## config.mk

```make
export PLATFORM = sky130hd
export DESIGN_NAME = conv3x3_engine_flat
export DESIGN_NICKNAME = d
export VERILOG_FILES = /design/src/rtl/conv3x3_engine_if.sv /design/src/rtl/conv3x3_engine.sv /design/src/flat_wrapper.sv
export SDC_FILE = /design/constraint.sdc
export NUM_CORES = 2
export LEC_CHECK = 0
export CELL_PAD_IN_SITES_DETAIL_PLACEMENT = 0
export CELL_PAD_IN_SITES_GLOBAL_PLACEMENT = 2
export CORE_MARGIN = 5
export CORE_UTILIZATION = 39
export DETAILED_ROUTE_END_ITERATION = 8
export PLACE_DENSITY_LB_ADDON = 0.05
export SLEW_MARGIN = 20
export SYNTH_ARGS = -nofsm -noshare
export SYNTH_HDL_FRONTEND = slang
export SYNTH_SLANG_ARGS = --single-unit
```

## constraint.sdc

```tcl
create_clock -name i_clk -period 5.1 [get_ports i_clk]
set_clock_uncertainty 0.05 [all_clocks]
set_input_delay 0.51 -clock i_clk [delete_from_list [all_inputs] [get_ports i_clk]]
set_output_delay 0.51 -clock i_clk [all_outputs]
set_load 0.01 [all_outputs]
```

## src/rtl/conv3x3_engine_if.sv

```systemverilog
// Handshake and data bundle between the 3x3 convolution engine and its neighbours:
// weight loader, window fetch and result write-back.
interface conv3x3_engine_if;
  logic        i_w_done;
  logic [71:0] i_weights;
  logic        i_win_valid;
  logic [71:0] i_win_data;
  logic        o_win_ready;
  logic        o_out_valid;
  logic [7:0]  o_out_data;
  logic        o_last;
  logic        i_out_ready;
  logic        o_busy;

  modport master (
    output i_w_done, i_weights, i_win_valid, i_win_data, i_out_ready,
    input  o_win_ready, o_out_valid, o_out_data, o_last, o_busy
  );

  modport slave (
    input  i_w_done, i_weights, i_win_valid, i_win_data, i_out_ready,
    output o_win_ready, o_out_valid, o_out_data, o_last, o_busy
  );
endinterface

```

## src/rtl/conv3x3_engine.sv

```systemverilog
// 3x3 convolution engine: registered products, row sums, then round/shift/clamp to an 8-bit pixel.
// Weights are latched once per frame and a frame is NUM_OUT results long.
module conv3x3_engine #(
  parameter int SHIFT   = 7,
  parameter int NUM_OUT = 4096
) (
  input logic             i_clk,
  input logic             i_rst,
  conv3x3_engine_if.slave bus
);
  localparam int CW = $clog2(NUM_OUT + 1);
  localparam logic [CW-1:0] LAST_IDX = CW'(NUM_OUT - 1);
  localparam logic [CW-1:0] IN_LIMIT = CW'(NUM_OUT);
  localparam logic signed [21:0] RND = 22'sd1 <<< (SHIFT - 1);

  typedef enum logic {S_WAIT_W, S_RUN} state_e;

  state_e             state_q;
  logic [71:0]        weights_q;
  logic [CW-1:0]      outCnt_q;
  logic [CW-1:0]      inCnt_q;
  logic signed [16:0] prod_d [9];
  logic signed [16:0] prod_q [9];
  logic signed [18:0] rowSum_d [3];
  logic signed [18:0] rowSum_q [3];
  logic               s1Valid_q;
  logic               s2Valid_q;
  logic               outValid_q;
  logic [7:0]         outData_q;
  logic [7:0]         pix_d;
  logic signed [20:0] total;
  logic signed [21:0] shifted;
  logic               stall;
  logic               winReady;
  logic               accept;
  logic               consume;

  assign stall    = outValid_q & ~bus.i_out_ready;
  assign winReady = (state_q == S_RUN) & ~stall & (inCnt_q < IN_LIMIT);
  assign accept   = bus.i_win_valid & winReady;
  assign consume  = outValid_q & bus.i_out_ready;

  always_comb begin
    for (int k = 0; k < 9; k++) begin
      prod_d[k] = $signed({9'b0, bus.i_win_data[71-8*k -: 8]})
                * $signed({{9{weights_q[71-8*k]}}, weights_q[71-8*k -: 8]});
    end
    for (int r = 0; r < 3; r++) begin
      rowSum_d[r] = 19'(prod_q[3*r]) + 19'(prod_q[3*r+1]) + 19'(prod_q[3*r+2]);
    end
    total   = 21'(rowSum_q[0]) + 21'(rowSum_q[1]) + 21'(rowSum_q[2]);
    shifted = (22'(total) + RND) >>> SHIFT;
    pix_d   = shifted[7:0];
    if (shifted[21]) begin
      pix_d = 8'd0;
    end else if (shifted > 22'sd255) begin
      pix_d = 8'd255;
    end
  end

  // Frame control: weights are frozen from i_w_done until the last result leaves.
  always_ff @(posedge i_clk) begin
    if (i_rst) begin
      state_q   <= S_WAIT_W;
      weights_q <= '0;
      outCnt_q  <= '0;
      inCnt_q   <= '0;
    end else begin
      if (accept) begin
        inCnt_q <= inCnt_q + CW'(1);
      end
      case (state_q)
        S_WAIT_W: begin
          if (bus.i_w_done) begin
            weights_q <= bus.i_weights;
            outCnt_q  <= '0;
            inCnt_q   <= '0;
            state_q   <= S_RUN;
          end
        end
        S_RUN: begin
          if (consume) begin
            if (outCnt_q == LAST_IDX) begin
              outCnt_q <= '0;
              state_q  <= S_WAIT_W;
            end else begin
              outCnt_q <= outCnt_q + CW'(1);
            end
          end
        end
      endcase
    end
  end

  // The whole pipeline freezes while a result waits on the downstream.
  always_ff @(posedge i_clk) begin
    if (i_rst) begin
      s1Valid_q  <= 1'b0;
      s2Valid_q  <= 1'b0;
      outValid_q <= 1'b0;
      outData_q  <= '0;
      for (int k = 0; k < 9; k++) prod_q[k] <= '0;
      for (int r = 0; r < 3; r++) rowSum_q[r] <= '0;
    end else if (!stall) begin
      s1Valid_q  <= accept;
      s2Valid_q  <= s1Valid_q;
      outValid_q <= s2Valid_q;
      if (accept)    prod_q    <= prod_d;
      if (s1Valid_q) rowSum_q  <= rowSum_d;
      if (s2Valid_q) outData_q <= pix_d;
    end
  end

  assign bus.o_win_ready = winReady;
  assign bus.o_out_valid = outValid_q;
  assign bus.o_out_data  = outData_q;
  assign bus.o_last      = outValid_q & (outCnt_q == LAST_IDX);
  assign bus.o_busy      = (state_q == S_RUN) | s1Valid_q | s2Valid_q | outValid_q;
endmodule

```

## src/flat_wrapper.sv

```systemverilog
// flat-port wrapper written by rule: the top's interface ports become plain ports
module conv3x3_engine_flat 
#(
  parameter int SHIFT   = 7,
  parameter int NUM_OUT = 4096
)
  (i_clk, i_rst, bus_i_w_done, bus_i_weights, bus_i_win_valid, bus_i_win_data, bus_i_out_ready, bus_o_win_ready, bus_o_out_valid, bus_o_out_data, bus_o_last, bus_o_busy);
  conv3x3_engine_if bus_i ();
  input logic i_clk;
  input logic i_rst;
  input wire logic [$bits(bus_i.i_w_done)-1:0] bus_i_w_done;
  input wire logic [$bits(bus_i.i_weights)-1:0] bus_i_weights;
  input wire logic [$bits(bus_i.i_win_valid)-1:0] bus_i_win_valid;
  input wire logic [$bits(bus_i.i_win_data)-1:0] bus_i_win_data;
  input wire logic [$bits(bus_i.i_out_ready)-1:0] bus_i_out_ready;
  output wire logic [$bits(bus_i.o_win_ready)-1:0] bus_o_win_ready;
  output wire logic [$bits(bus_i.o_out_valid)-1:0] bus_o_out_valid;
  output wire logic [$bits(bus_i.o_out_data)-1:0] bus_o_out_data;
  output wire logic [$bits(bus_i.o_last)-1:0] bus_o_last;
  output wire logic [$bits(bus_i.o_busy)-1:0] bus_o_busy;
  assign bus_i.i_w_done = bus_i_w_done;
  assign bus_i.i_weights = bus_i_weights;
  assign bus_i.i_win_valid = bus_i_win_valid;
  assign bus_i.i_win_data = bus_i_win_data;
  assign bus_i.i_out_ready = bus_i_out_ready;
  assign bus_o_win_ready = bus_i.o_win_ready;
  assign bus_o_out_valid = bus_i.o_out_valid;
  assign bus_o_out_data = bus_i.o_out_data;
  assign bus_o_last = bus_i.o_last;
  assign bus_o_busy = bus_i.o_busy;
  conv3x3_engine #(.SHIFT(SHIFT), .NUM_OUT(NUM_OUT)) u_core (.i_clk(i_clk), .i_rst(i_rst), .bus(bus_i));
endmodule
```

==> results.tsv <==
metric	value	unit
gr-total-overflow	0	
synth-edff-count	0	
cp.arrival	5.27	ns
firstDrtPassIters	5	
core	89600	µm²
tightest_slew	1.01	ns
avgRoutedWirePerCell	17.0	µm
drive_gt1_share	8.19	%
grt_pass1_vias	27880	
pwr-share-clk	39.6	%
cp_slowest_cell	clkdlybuf4s50_1	
insertedDiodeCount	0	
fmax	208	MHz
reg2reg_slack	0.30	ns
dieWidth	310	µm
synth_top_area_cell	fa_1	
relSlewSlack	32.8	%
gp_congestion	0.810	
synthFlopType	dfxtp_1	
cts_max_level	2	
drv_slew	0	
dp_hpwl	78.4	mm
io_buffers	160	
synth_area	35000	µm²
worst_setup_path_end_kind	flip-flop	
cts_buffers	46	
grt.total_usage	20.3	%
powerDensity	207	nW/µm²
run_status	finished clean	
synth_seq_cells	320	
postCtsSetupRepairBufs	0	
die_h	310	µm
num-nets-final	5494	
critPathKind	in2reg	
hp-start	i_rst	
worstHoldPathType	in2reg	
drcViolationCount	0	
maxCapViolCount	0	
power_frac_comb	28.3	%
switchingPower	2.75	mW
syn-instance-count	4128	
p_leak	19.7	nW
timing.rr.start	u_core.weights_q[66]	
worst_skew_pair.late_latency	0.61	ns
synth_nets	5159	
layout_commonest_cell	nand2_1	
start_kind	input port	
syn_to_final_growth	17.4	%
swShare	32.3	%
pwr-share-seq	32.1	%
max_stage_delay	0.60	ns
cts_tree	done	
crit_chain	clkdlybuf4s50_1 -> buf_4 -> nand2_1 -> fa_1 -> fa_1 -> inv_1 -> fa_1 -> inv_1 -> fa_1 -> inv_1 -> ha_1 -> o21ai_1 -> a21boi_0 -> o21a_1 -> o21ai_1 -> a21oi_1 -> nor3_1 -> or3_1 -> a311oi_1	
synth_top_area_share	23.1	%
synth_warnings	0	
vias	27414	
period_minus_slack	4.80	ns
ios	161	
r2r-end	u_core.prod_q[152]	
peakVddDrop	0.197	mV
vias_per_cell	4.83	
finalPower	8.52	mW
wirelength	96.5	mm
multiInputGateArea	25900	µm²
cp_common_cell	fa_1	
ys_seq_area_share	18.3	%
fillers	8990	
finalCritPeriodShare	94.2	%
syn_area_per_cell	8.48	µm²
min_to	u_core.prod_q[42]	
hold_viol	0	
die_area	95900	µm²
cts.sinks	320	
seq_area	6410	µm²
cts.hold.buffers_added	0	
rows	110	
required	5.57	ns
grt_setup_unrepaired	false	
ys_async_sr_fraction	0	%
cts_max_path_buffers	3	
grt_pass1_wl	155	mm
rr_worst_depth	17	
cts-root-buf	clkbuf_16	
start_util	39.1	%
worstHoldPathCells	2	
antenna_found_initial	2	
grt_max_degree	178	
antenna_left	0	
dp_cells	5591	
layout_common_cells	nand2_1, inv_1, ha_1, fa_1, dfxtp_1	
cts.clk_slew.worst_paths	0.06	ns
synth.distinct_cells	70	
ys_top_cells_by_area	fa_1, dfxtp_1, ha_1	
cp_max_fo	6	
final_cells	5672	
drt-initial-drc-count	1384	
p_int	5.77	mW
finalSetupViolations	0	
==> metal layers <==
metal  GRT usage [%]  vias up  routed length, µm
met2            33.2      322              43700
met4            4.73        2               2070
met3            2.14       89               3110
met1            29.1    13001              47600
met5               0        -                  7
li1                -    14000                  -
==> power by group through the flow <==
stage | clock network (mW) | logic, mW | registers (mW)
after global routing | 3.57 | 2.78 | 2.75
after CTS | 3.50 | 2.47 | 2.74
final | 3.37 | 2.41 | 2.74
after global placement | 0 | 2.44 | 2.79
after floorplan | 0 | 1.53 | 2.73
after detailed placement | 0 | 2.44 | 2.79
==> how the worst max path moves through the flow <==
stage / from / end / cells after the start
after floorplan: bus_i_win_data[59] / u_core.prod_q[135] / 17
after detailed placement: bus_i_win_data[68] / u_core.prod_q[152] / 18
after global routing: bus_i_win_data[27] / u_core.prod_q[65] / 20
after global placement: bus_i_win_data[27] / u_core.prod_q[65] / 20
final: bus_i_win_data[67] / u_core.prod_q[152] / 19
after CTS: u_core.weights_q[10] / u_core.prod_q[33] / 17
==> cell usage after synthesis, drive strengths merged, types with 10 or more instances <==
cell type,number
buf,22
fa,405
xor2,34
nand3,76
or3,21
and3,22
nand2b,54
xnor2,74
nand2,614
and2,311
a311oi,12
a21boi,16
dfxtp,320
nor3,89
o21a,21
or2,12
nor3b,10
a211oi,23
a21o,35
a21oi,308
clkbuf,96
ha,477
a31oi,11
inv,606
nand3b,24
nor2,191
o21ai,105
nor2b,29
==> critical path, delay by kind of cell <==
kind / cells / cell delay [ns]
adder cells (fa/ha/maj): 5 / 2.27
buffers and inverters: 5 / 0.91
AND/OR/NAND/NOR: 3 / 0.51
AO/OA/AOI/OAI: 6 / 1.07
==> kinds of logic after synthesis <==
group,after synthesis,share of synthesized area (%)
AND/OR/NAND/NOR,1482,20.4
adder cells (fa/ha/maj),882,40.2
buffers and inverters,725,7.81
AO/OA/AOI/OAI,611,10.6
flip-flops,320,18.3
XOR/XNOR,108,2.72
==> metrics by stage <==
step                      worst slack (ns)  hold slack, ns  util (%)  instance area (µm²)  setup TNS [ns]
after floorplan                      0.564           0.359         -                35000               0
after global placement              -0.318           0.373      44.1                39600           -6.32
after global routing               0.00375           0.230      45.9                41100               0
after detailed placement            -0.332           0.374      44.1                39600           -7.98
after CTS                            0.222           0.203      45.9                41100               0
final                                0.297           0.249      45.9                41100               0
==> timing repair <==
action | in CTS | in global routing
setup endpoints to repair | 0 | 8
endpoints found under the hold margin | 0 | 0
gates resized for setup | 0 | 12
==> flip-flops by register name, summed over array words and instances (netlist names) <==
signal and flops:
u_core.state_q 1, u_core.bus.o_out_valid 1, u_core.s1Valid_q 1, u_core.weights_q 72, u_core.inCnt_q 13, u_core.rowSum_q 57, u_core.outCnt_q 13, u_core.s2Valid_q 1
u_core.bus.o_out_data 8, u_core.prod_q 153
==> area by class of cell <==
cell class | count | share of cell area, %
Inverter | 607 | 5.54
Sequential cell | 320 | 15.6
Tap cell | 1176 | 3.58
Clock inverter | 24 | 0.739
Multi-Input combinational cell | 3083 | 63.0
Clock buffer | 57 | 3.07
Timing Repair Buffer | 405 | 8.47
Note: power is estimated with default switching activity, not from simulation.
